`src/rtl/dds_wavegen_if.sv`:
```
// Configuration port for dds_wavegen: valid/ready offer of frequency word, waveform select and duty.
interface dds_wavegen_if #(
  parameter int ACC_W = 32,
  parameter int OUT_W = 8
);
  logic             cfg_valid;
  logic             cfg_ready;
  logic [ACC_W-1:0] freq_word;
  logic [1:0]       wave_sel;
  logic [OUT_W-1:0] duty;

  modport master (output cfg_valid, freq_word, wave_sel, duty, input cfg_ready);
  modport slave  (input cfg_valid, freq_word, wave_sel, duty, output cfg_ready);
endinterface

```
`src/rtl/dds_wavegen.sv`:
```
// DDS waveform generator: phase accumulator shaped into saw / revsaw / triangle / square.
// Define DDS_PHASE_SYNC_EN to defer configuration updates to the next accumulator carry.
module dds_wavegen #(
  parameter int ACC_W = 32,
  parameter int OUT_W = 8
) (
  input  logic             clk,
  input  logic             reset,
  input  logic             enable,
  dds_wavegen_if.slave     cfg,
  output logic [ACC_W-1:0] phase,
  output logic [OUT_W-1:0] wave,
  output logic             wrap
);

  logic [ACC_W-1:0] acc, inc;
  logic [1:0]       sel;
  logic [OUT_W-1:0] dty;
  logic [ACC_W:0]   sum;
  logic             carry;
  logic [OUT_W-1:0] p, q, wave_nx;

  logic             load;
  logic [ACC_W-1:0] ld_inc;
  logic [1:0]       ld_sel;
  logic [OUT_W-1:0] ld_dty;

  assign sum   = {1'b0, acc} + {1'b0, inc};
  assign carry = enable & sum[ACC_W];
  assign p     = acc[ACC_W-1 -: OUT_W];
  assign q     = {p[OUT_W-2:0], 1'b0};
  assign phase = acc;

  always_comb begin
    wave_nx = p;
    case (sel)
      2'd0:    wave_nx = p;
      2'd1:    wave_nx = ~p;
      2'd2:    wave_nx = p[OUT_W-1] ? ~q : q;
      default: wave_nx = {OUT_W{p < dty}};
    endcase
  end

  always_ff @(posedge clk or negedge reset) begin
    if (!reset) begin
      acc  <= '0;
      inc  <= '0;
      sel  <= '0;
      dty  <= {1'b1, {(OUT_W-1){1'b0}}};
      wave <= '0;
      wrap <= 1'b0;
    end else begin
      if (enable)
        acc <= sum[ACC_W-1:0];
      wrap <= carry;
      wave <= wave_nx;
      if (load) begin
        inc <= ld_inc;
        sel <= ld_sel;
        dty <= ld_dty;
      end
    end
  end

`ifdef DDS_PHASE_SYNC_EN
  typedef enum logic {IDLE, PEND} state_t;

  state_t           state, state_nx;
  logic [ACC_W-1:0] pnd_inc;
  logic [1:0]       pnd_sel;
  logic [OUT_W-1:0] pnd_dty;

  assign cfg.cfg_ready = (state == IDLE);
  assign ld_inc        = pnd_inc;
  assign ld_sel        = pnd_sel;
  assign ld_dty        = pnd_dty;

  always_ff @(posedge clk or negedge reset) begin
    if (!reset) begin
      state   <= IDLE;
      pnd_inc <= '0;
      pnd_sel <= '0;
      pnd_dty <= '0;
    end else begin
      state <= state_nx;
      if (state == IDLE && cfg.cfg_valid) begin
        pnd_inc <= cfg.freq_word;
        pnd_sel <= cfg.wave_sel;
        pnd_dty <= cfg.duty;
      end
    end
  end

  // A stalled or zero-step accumulator never carries, so release the buffer at once.
  always_comb begin
    state_nx = state;
    load     = 1'b0;
    case (state)
      IDLE: if (cfg.cfg_valid) state_nx = PEND;
      PEND: if (carry || !enable || inc == '0) begin
        state_nx = IDLE;
        load     = 1'b1;
      end
      default: state_nx = IDLE;
    endcase
  end
`else
  assign cfg.cfg_ready = 1'b1;
  assign load          = cfg.cfg_valid;
  assign ld_inc        = cfg.freq_word;
  assign ld_sel        = cfg.wave_sel;
  assign ld_dty        = cfg.duty;
`endif

endmodule
```
`src/flat_wrapper.sv`:
```
// flat-port wrapper written by rule: the top's interface ports become plain ports
module dds_wavegen_flat 
#(
  parameter int ACC_W = 32,
  parameter int OUT_W = 8
)
  (clk, reset, enable, phase, wave, wrap, cfg_cfg_valid, cfg_freq_word, cfg_wave_sel, cfg_duty, cfg_cfg_ready);
  dds_wavegen_if #(.ACC_W(ACC_W), .OUT_W(OUT_W)) cfg_i ();
  input  logic clk;
  input  logic reset;
  input  logic enable;
  output logic [ACC_W-1:0] phase;
  output logic [OUT_W-1:0] wave;
  output logic wrap;
  input wire logic [$bits(cfg_i.cfg_valid)-1:0] cfg_cfg_valid;
  input wire logic [$bits(cfg_i.freq_word)-1:0] cfg_freq_word;
  input wire logic [$bits(cfg_i.wave_sel)-1:0] cfg_wave_sel;
  input wire logic [$bits(cfg_i.duty)-1:0] cfg_duty;
  output wire logic [$bits(cfg_i.cfg_ready)-1:0] cfg_cfg_ready;
  assign cfg_i.cfg_valid = cfg_cfg_valid;
  assign cfg_i.freq_word = cfg_freq_word;
  assign cfg_i.wave_sel = cfg_wave_sel;
  assign cfg_i.duty = cfg_duty;
  assign cfg_cfg_ready = cfg_i.cfg_ready;
  dds_wavegen #(.ACC_W(ACC_W), .OUT_W(OUT_W)) u_core (.clk(clk), .reset(reset), .enable(enable), .cfg(cfg_i), .phase(phase), .wave(wave), .wrap(wrap));
endmodule
```
`config.mk`:
```
export PLATFORM = sky130hd
export DESIGN_NAME = dds_wavegen_flat
export DESIGN_NICKNAME = d
export VERILOG_FILES = /design/src/rtl/dds_wavegen_if.sv /design/src/rtl/dds_wavegen.sv /design/src/flat_wrapper.sv
export SDC_FILE = /design/constraint.sdc
export NUM_CORES = 1
export LEC_CHECK = 0
export ABC_AREA = 0
export CAP_MARGIN = 25
export CORE_AREA = 10 10 125 127
export DETAILED_ROUTE_END_ITERATION = 10
export DIE_AREA = 0 0 135 137
export GPL_TIMING_DRIVEN = 0
export SYNTH_ARGS = -nofsm -noshare
export SYNTH_HDL_FRONTEND = slang
export SYNTH_SLANG_ARGS = --single-unit
```
`constraint.sdc`:
```
create_clock -name clk -period 5.6 [get_ports clk]
set_input_delay 1.12 -clock clk [delete_from_list [all_inputs] [get_ports clk]]
set_output_delay 1.12 -clock clk [all_outputs]
set_load 0.01 [all_outputs]
```
==> results.md, run 1 <==
| Item | Reported |
| --- | --- |
| Outcome | completed |
| Crit path launch | u_core.phase[0]$_DFFE_PN0P_ |
| Largest net degree at the start of global routing | 51 |
| Layout filler cell count | 1,207 |
| R2R Path End | u_core.phase[26]$_DFFE_PN0P_ |
| Routed length on met1 | 5.678 mm |
| Layout cells sized above 1 | 17.86% |
| # nets final | 669 |
| Capture point of the worst path | u_core.phase[26]$_DFFE_PN0P_ |
| Growth of design area from synthesis to finish | 27.01% |
| Number of detailed-route iterations in the first pass | 4 |
| Minimum clock period | 2.998 ns |
| Antenna violations before repair | 0 |
| Number of standard-cell rows in the floorplan | 42 |
| Delay-heaviest family, CP | compound AO/OA/AOI/OAI gates |
| CTS clk-pin slew, worst paths | 0.06 ns |
| ANT nets after route | 0 |
| Count of buffers added by post-CTS timing repair for setup | 0 |
| Per-cell routed wire length | 16.48 um |
| Floorplan die area | 0.01850 sq mm |
| Minimum setup slack in the final design | 2.602 ns |
| Setup clock skew after layout | 0.01039 ns |
| Number of global-route vias before repair | 4,294 |
| TritonCTS clock tree | yes |
| Worst hold-check path type | register to register |
| Post-synth cell types | 64 |
| Final estimated routing congestion in global placement | 0.8874 |
| Mapped cell area | 0.005160 sq mm |
| Yosys warnings | 0 |
| Path type of the worst setup path | register to register |
| Total half-perimeter wirelength after legalization and detailed placement | 9.859 mm |
| Remaining design rule violation count | 0 |
| Ports | 88 |
| Uppermost layer routed | met4 |
| Post-route core utilization | 50.09% |
| Number of endpoints with negative hold slack in the final report | 0 |
| Largest buffer count on any clock path | 2 |
| Arrival @ worst endpoint | 3.24 ns |
| Detailed-routed wire length on met2 | 5.961 mm |
| H-tree depth | 3 |
| Core region area | 0.01309 sq mm |
| Maximum fanout along the worst path | 4 |
| First-pass GRT wire length | 21.48 mm |
| Share of Yosys cell area claimed by the top area cell type | 39.77% |
| Primary FF master, synth | dfrtp_1 |
| Power density relative to cell area | 569.6 mW/mm^2 |
| Most frequent cell after synthesis | dfrtp_1 |
| Share of the cycle needed by the critical path after routing | 53.54% |
| Leading cell types by count after synthesis | dfrtp_1, mux2_2, ha_1 |
| Count of final max-slew check failures | 0 |
| Max Cap Violations | 0 |
| Endpoint class of the critical path | register |
| Number of setup violations in the final report | 0 |
| Iteration-0 DRC count of the detailed router | 166 |
| Max Clk Rate | 333.5 MHz |
| Worst endpoint required time | 5.84 ns |
| Flops & latches, synth | 83 |
| Worst IR drop on VDD | 0.2209 mV |
| Number of logic stages on the critical path including buffering | 10 |
| Sum of negative setup slack | 0 ns |
| Post-CTS Hold Fix Bufs | 0 |
| Detail Route met3 WL | 715 um |
| Die width | 135 um |
| Syn_area_per_cell | 10.60 sq um |
| Starting density of the core | 39.43% |
| All-layer global routing usage | 14.42% |
| Slew @ Worst Pin | 0.6886 ns |
| Leading post-synthesis cells by cell area | dfrtp_1, mux2_2, ha_1 |
| CTS buffer count | 9 |
| Worst r2r src | u_core.phase[0]$_DFFE_PN0P_ |
| Slowest cell delay on critical path | 0.46 ns |
| Latest clock arrival within the worst-skew pair | 0.35 ns |
| Synth Net Count | 573 |
| Reg-to-reg setup timing slack | 2.60 ns |
| Worst slew slack as a fraction of its limit | 54.09% |
| Count of inserted antenna diode cells | 0 |
| Cell-by-cell listing of the critical path | ha_1, fa_1, a211oi_2, o211ai_2, nand4_2, a21boi_1, o41ai_2, o21ai_1, xor2_1, mux2_2 |
| Floorplan die height | 137 um |
| Number of enable-type register cells in the synthesized netlist | 0 |
| Number of clock sinks seen by CTS | 83 |
| Bufs and invs on worst path | 0 |
| Number of cells on the worst reg-to-reg path | 10 |
| Unrepaired setup endpoints after global routing | no |
| Via count | 4,031 |
| Total congestion overflow after global routing | 0 |
| Wire length after detailed routing | 12.59 mm |
| Kind of launch point of the worst setup path | register |
| Worst path slowest cell | fa_1 |
| Cell at the root of the clock tree | clkbuf_16 |
| Via density | 5.276 |
| Post-CTS resize count | 0 |
| Input/output buffers | 84 |
| Post-synth ARST share | 100.0% |
| Leakage power | 2.787 nW |
| Pre-CTS setup slack | 2.599 ns |
| Largest area contributor in the netlist | dfrtp_1 |
| Number of standard cells after synthesis | 487 |
| Portion of the post-synthesis area used by sequential elements | 40.28% |
==> through the flow <==
stage               hold WS (ns)  power, mW  area [sq um]  std cells
CTS                       0.5134      3.769          6554        764
finish                    0.5099      3.733          6554        764
detailed placement        0.4993      3.125          6246        748
global placement          0.4920      3.092          6221        747
global route              0.5388      4.056          6554        764
floorplan                 0.4776      2.428          5160        487
==> cell usage in the layout, fill, tap and decap left out, types with 4 or more instances in the layout <==
cell type | synthesis | layout
clkdlybuf4s50_1 | 0 | 83
dfrtp_1 | 82 | 82
mux2_2 | 59 | 59
ha_1 | 39 | 39
a21oi_1 | 36 | 36
nand2_1 | 34 | 34
nor2_1 | 26 | 26
o21ai_0 | 21 | 21
xnor2_1 | 21 | 21
a21o_1 | 17 | 17
clkbuf_1 | 12 | 15
xor2_1 | 14 | 14
inv_1 | 11 | 11
a211oi_1 | 11 | 11
nand3_1 | 10 | 10
clkbuf_16 | 0 | 9
nor2b_1 | 6 | 6
o21ai_1 | 6 | 6
nor3_1 | 5 | 5
nand4_1 | 5 | 5
buf_1 | 4 | 4
clkbuf_8 | 1 | 4
==> report_power, final <==
group | leakage [nW] | switching, mW | internal [mW]
Sequential | 0.971 | 0.172 | 0.791
Clock | 0.150 | 0.237 | 0.383
Combinational | 1.67 | 1.07 | 1.08
Total | 2.79 | 1.48 | 2.25
==> flip-flops by register name, indices dropped and copies added, names as in the netlist <==
signal	count
u_core.dty	8
u_core.inc	32
u_core.phase	32
u_core.sel	2
u_core.wave	8
u_core.wrap	1
==> per-layer routing <==
layer  GRT usage, %  vias to the layer above
met5              0                        -
met4          5.144                        0
met3          4.435                       20
met2          23.45                       94
met1          17.72                     1940
li1               -                     1977
==> cell families (layout without fill, tap and decap cells) <==
| group | Yosys count | after routing | synth area share [%] |
|---|---|---|---|
| mux | 62 | 62 | 13.55 |
| buf+inv | 31 | 132 | 2.740 |
| simple gates | 104 | 104 | 9.724 |
| other cells | 1 | 1 | 0.07268 |
| xor+xnor | 35 | 35 | 5.941 |
| flops | 83 | 83 | 40.28 |
| compound gates | 131 | 131 | 17.85 |
| fa+ha+maj | 40 | 40 | 9.845 |
==> how the worst min path moves through the flow <==
stage	start	to	slack [ns]	cells past startpoint
6_report	u_core.dty[0]$_DFFE_PN0P_	u_core.dty[0]$_DFFE_PN0P_	0.51	1
5_1_grt	u_core.inc[5]$_DFFE_PN0P_	u_core.inc[5]$_DFFE_PN0P_	0.54	1
4_1_cts	u_core.dty[7]$_DFFE_PN1P_	u_core.dty[7]$_DFFE_PN1P_	0.51	2
3_5_place_dp	u_core.dty[0]$_DFFE_PN0P_	u_core.dty[0]$_DFFE_PN0P_	0.50	1
3_3_place_gp	u_core.dty[0]$_DFFE_PN0P_	u_core.dty[0]$_DFFE_PN0P_	0.49	1
2_1_floorplan	u_core.dty[7]$_DFFE_PN1P_	u_core.dty[7]$_DFFE_PN1P_	0.48	2
==> area by class of cell <==
cell class	count	area, sq um	share of cell area, %
Clock buffer	15	277.8	4.238
Timing Repair Buffer	85	865.8	13.21
Multi-Input combinational cell	373	2940	44.86
Inverter	11	41.29	0.6300
Buffer	20	100.1	1.527
Sequential cell	83	2078	31.71
Tap cell	176	220.2	3.360
Clock inverter	1	30.03	0.4582
(Power assumes the default switching activity.)
==> inputs of run 2 (changes only) <==
==> constraint.sdc (replaced) <==
create_clock -name clk -period 2.8 [get_ports clk]
set_input_delay 0.56 -clock clk [delete_from_list [all_inputs] [get_ports clk]]
set_output_delay 0.56 -clock clk [all_outputs]
set_load 0.01 [all_outputs]
==> run 2 against run 1 <==
Final cell count rose by 1.3%. Cell area increased by 2.8%. Routed wire length grew 2.0%. Total power grew 110%. Register-to-register slack worse by 2.6 ns. Clock-buffer cell count stayed put. Die area did not move. Clock power rose by 100%. Sequential share of layout area fell by 0.86 points. Critical endpoint is now u_core.phase[28]$_DFFE_PN0P_. Highest routed layer unchanged.
==> results.md, run 2 (synthesis results as in run 1) <==
| Item | Reported | Change |
| --- | --- | --- |
| Fin area | 0.006736 sq mm | +2.8% |
| Path type of the worst setup path | register to register |  |
| Worst endpoint required time | 3.04 ns | -2.80 ns |
| Largest net degree at the start of global routing | 51 | unchanged |
| Delay-heaviest family, CP | compound AO/OA/AOI/OAI gates |  |
| Worst IR drop on VDD | 0.4491 mV | +100% |
| Kind of launch point of the worst setup path | register |  |
| Commonest non-fill, non-tap cells in the layout | clkdlybuf4s50_1, dfrtp_1, mux2_2 |  |
| Growth of design area from synthesis to finish | 30.55% |  |
| Cell at the root of the clock tree | clkbuf_16 |  |
| Total half-perimeter wirelength after legalization and detailed placement | 9.859 mm | unchanged |
| Reg-to-reg setup timing slack | 0.04 ns | -2.56 ns |
| Layout cells sized above 1 | 22.07% | +4.2 points |
| Via count | 4,061 | +0.74% |
| Worst slew slack as a fraction of its limit | 54.67% | +0.58 points |
| Largest buffer count on any clock path | 2 | unchanged |
| H-tree depth | 3 | unchanged |
| Starting density of the core | 39.43% | unchanged |
| Post-CTS Hold Fix Bufs | 0 | unchanged |
| Post-route core utilization | 51.48% | +1.4 points |
| Number of cells on the worst reg-to-reg path | 11 | +1 |
| Slowest cell delay on critical path | 0.40 ns | -0.06 ns |
| Slew @ Worst Pin | 0.6799 ns | -0.008713 ns |
| Share of the cycle needed by the critical path after routing | 98.48% | +45 points |
| Met2 routing resource usage after global routing | 23.45% | unchanged |
| Arrival @ worst endpoint | 2.99 ns | -0.25 ns |
| Latest clock arrival within the worst-skew pair | 0.35 ns | about the same |
| Antenna violations before repair | 0 | unchanged |
| Unrepaired setup endpoints after global routing | yes |  |
| Most frequent standard cell in the layout excluding fill and tap cells | clkdlybuf4s50_1 |  |
| ANT nets after route | 0 | unchanged |
| Iteration-0 DRC count of the detailed router | 179 | +7.8% |
| R2R Path End | u_core.phase[28]$_DFFE_PN0P_ |  |
| Number of detailed-route iterations in the first pass | 4 | unchanged |
| Ports | 88 | unchanged |
| Endpoint class of the critical path | register |  |
| Die width | 135 um | unchanged |
| Pre-CTS setup slack | -0.2006 ns | -2.800 ns |
| Floorplan die height | 137 um | unchanged |
| Number of setup violations in the final report | 0 | unchanged |
| Leakage power | 2.824 nW | +1.3% |
| Wire length after detailed routing | 12.84 mm | +2.0% |
| Max Clk Rate | 362.7 MHz | +8.7% |
| Floorplan die area | 0.01850 sq mm | unchanged |
| Total congestion overflow after global routing | 0 | unchanged |
| Setup clock skew after layout | 0.009221 ns | -0.001174 ns |
| Number of clock sinks seen by CTS | 83 | unchanged |
| Worst r2r src | u_core.phase[0]$_DFFE_PN0P_ |  |
| Remaining design rule violation count | 0 | unchanged |
| Bufs and invs on worst path | 1 | +1 |
| TritonCTS clock tree | yes |  |
| Number of endpoints with negative hold slack in the final report | 0 | unchanged |
| Max Cap Violations | 0 | unchanged |
| Final estimated routing congestion in global placement | 0.8874 | unchanged |
| Maximum fanout along the worst path | 4 | unchanged |
| Minimum setup slack in the final design | 0.04256 ns | -2.559 ns |
| Outcome | completed |  |
| Fraction of met1 tracks used by global routing | 17.70% | -0.022 points |
| Overall power after layout | 7.773 mW | +110% |
| Via density | 5.247 | -0.56% |
| Number of global-route vias before repair | 4,322 | +0.65% |
| Input/output buffers | 84 | unchanged |
| Count of inserted antenna diode cells | 0 | unchanged |
| Number of standard-cell rows in the floorplan | 42 | unchanged |
| CTS clk-pin slew, worst paths | 0.06 ns | about the same |
| Cell-by-cell listing of the critical path | ha_2, fa_2, a211oi_4, o211ai_2, nand4_4, buf_4, a2111oi_4, o32ai_2, o211ai_2, xor2_1, mux2_2 |  |
| Highest-utilization routing layer at the global route stage | met2 |  |
| CTS buffer count | 9 | unchanged |
| Minimum clock period | 2.757 ns | -0.2407 ns |
| Met3 Resource Use GR | 4.472% | +0.037 points |
| Core region area | 0.01309 sq mm | unchanged |
| Count of final max-slew check failures | 0 | unchanged |
| First-pass GRT wire length | 21.56 mm | +0.39% |
| # nets final | 679 | +1.5% |
| Worst path slowest cell | fa_2 |  |
| Power density relative to cell area | 1154 mW/mm^2 | +100% |
| Layout filler cell count | 1,185 | -1.8% |
| Per-cell routed wire length | 16.59 um | +0.64% |
| All-layer global routing usage | 14.47% | +0.046 points |
| Area post-placement | 0.006246 sq mm | unchanged |
| Worst hold-check path type | input port to asynchronous set/reset pin |  |
| Most repeated library cell on the critical path | o211ai_2 |  |
==> run 2: cell count changes in the layout (fill, tap and decap cells not counted), sizes merged <==
cell and change:
buf +10
==> run 2: power by group <==
part | switching (mW) | internal (mW)
clock | 0.477 | 0.765
combinational | 2.26 | 2.34
sequential | 0.349 | 1.58
==> run 2: layout make-up <==
| type | instances | area, sq um | area share, % |
|---|---|---|---|
| inverter | 11 | 41.29 | 0.6129 |
| timing repair buffer | 95 | 940.9 | 13.97 |
| tap | 176 | 220.2 | 3.269 |
| clock inverter | 1 | 30.03 | 0.4458 |
| clock buffer | 15 | 277.8 | 4.123 |
| buffer | 20 | 100.1 | 1.486 |
| sequential | 83 | 2078 | 30.85 |
| multi-input combinational | 373 | 3048 | 45.25 |
==> run 2: per-stage QoR <==
| stage | hold slack [ns] | instances | setup TNS [ns] |
|---|---|---|---|
| finish | 0.1657 | 774 | 0 |
| global route | 0.2020 | 774 | -0.1336 |
| CTS | 0.1831 | 767 | 0 |
| detailed placement | 0.4993 | 748 | -0.5587 |
| global placement | 0.4920 | 747 | -155.69 |
| floorplan | 0.2644 | 487 | 0 |
==> run 2: worst max-delay path by stage <==
stage | start | to | slack, ns | depth (start not counted)
6_report | u_core.phase[0]$_DFFE_PN0P_ | u_core.phase[28]$_DFFE_PN0P_ | 0.04 | 11
2_1_floorplan | u_core.phase[0]$_DFFE_PN0P_ | u_core.phase[26]$_DFFE_PN0P_ | 0.10 | 10
3_5_place_dp | u_core.phase[0]$_DFFE_PN0P_ | u_core.phase[26]$_DFFE_PN0P_ | -0.20 | 10
5_1_grt | u_core.phase[0]$_DFFE_PN0P_ | u_core.phase[26]$_DFFE_PN0P_ | -0.04 | 10
3_3_place_gp | reset | u_core.wave[4]$_DFF_PN0_ | -1.89 | 1
4_1_cts | u_core.phase[0]$_DFFE_PN0P_ | u_core.phase[28]$_DFFE_PN0P_ | 0.05 | 10
==> run 2: metal layers <==
metal	wire length (um)	vias up
li1	-	1995
met1	5821	1958
met2	6071	87
met3	707	21
met4	237	0
met5	0	-
==> run 2: repair_timing <==
action	CTS	global route
endpoints found under the setup margin	5	9
buffers inserted	3	7
pin swaps	3	4
resized for setup	3	19
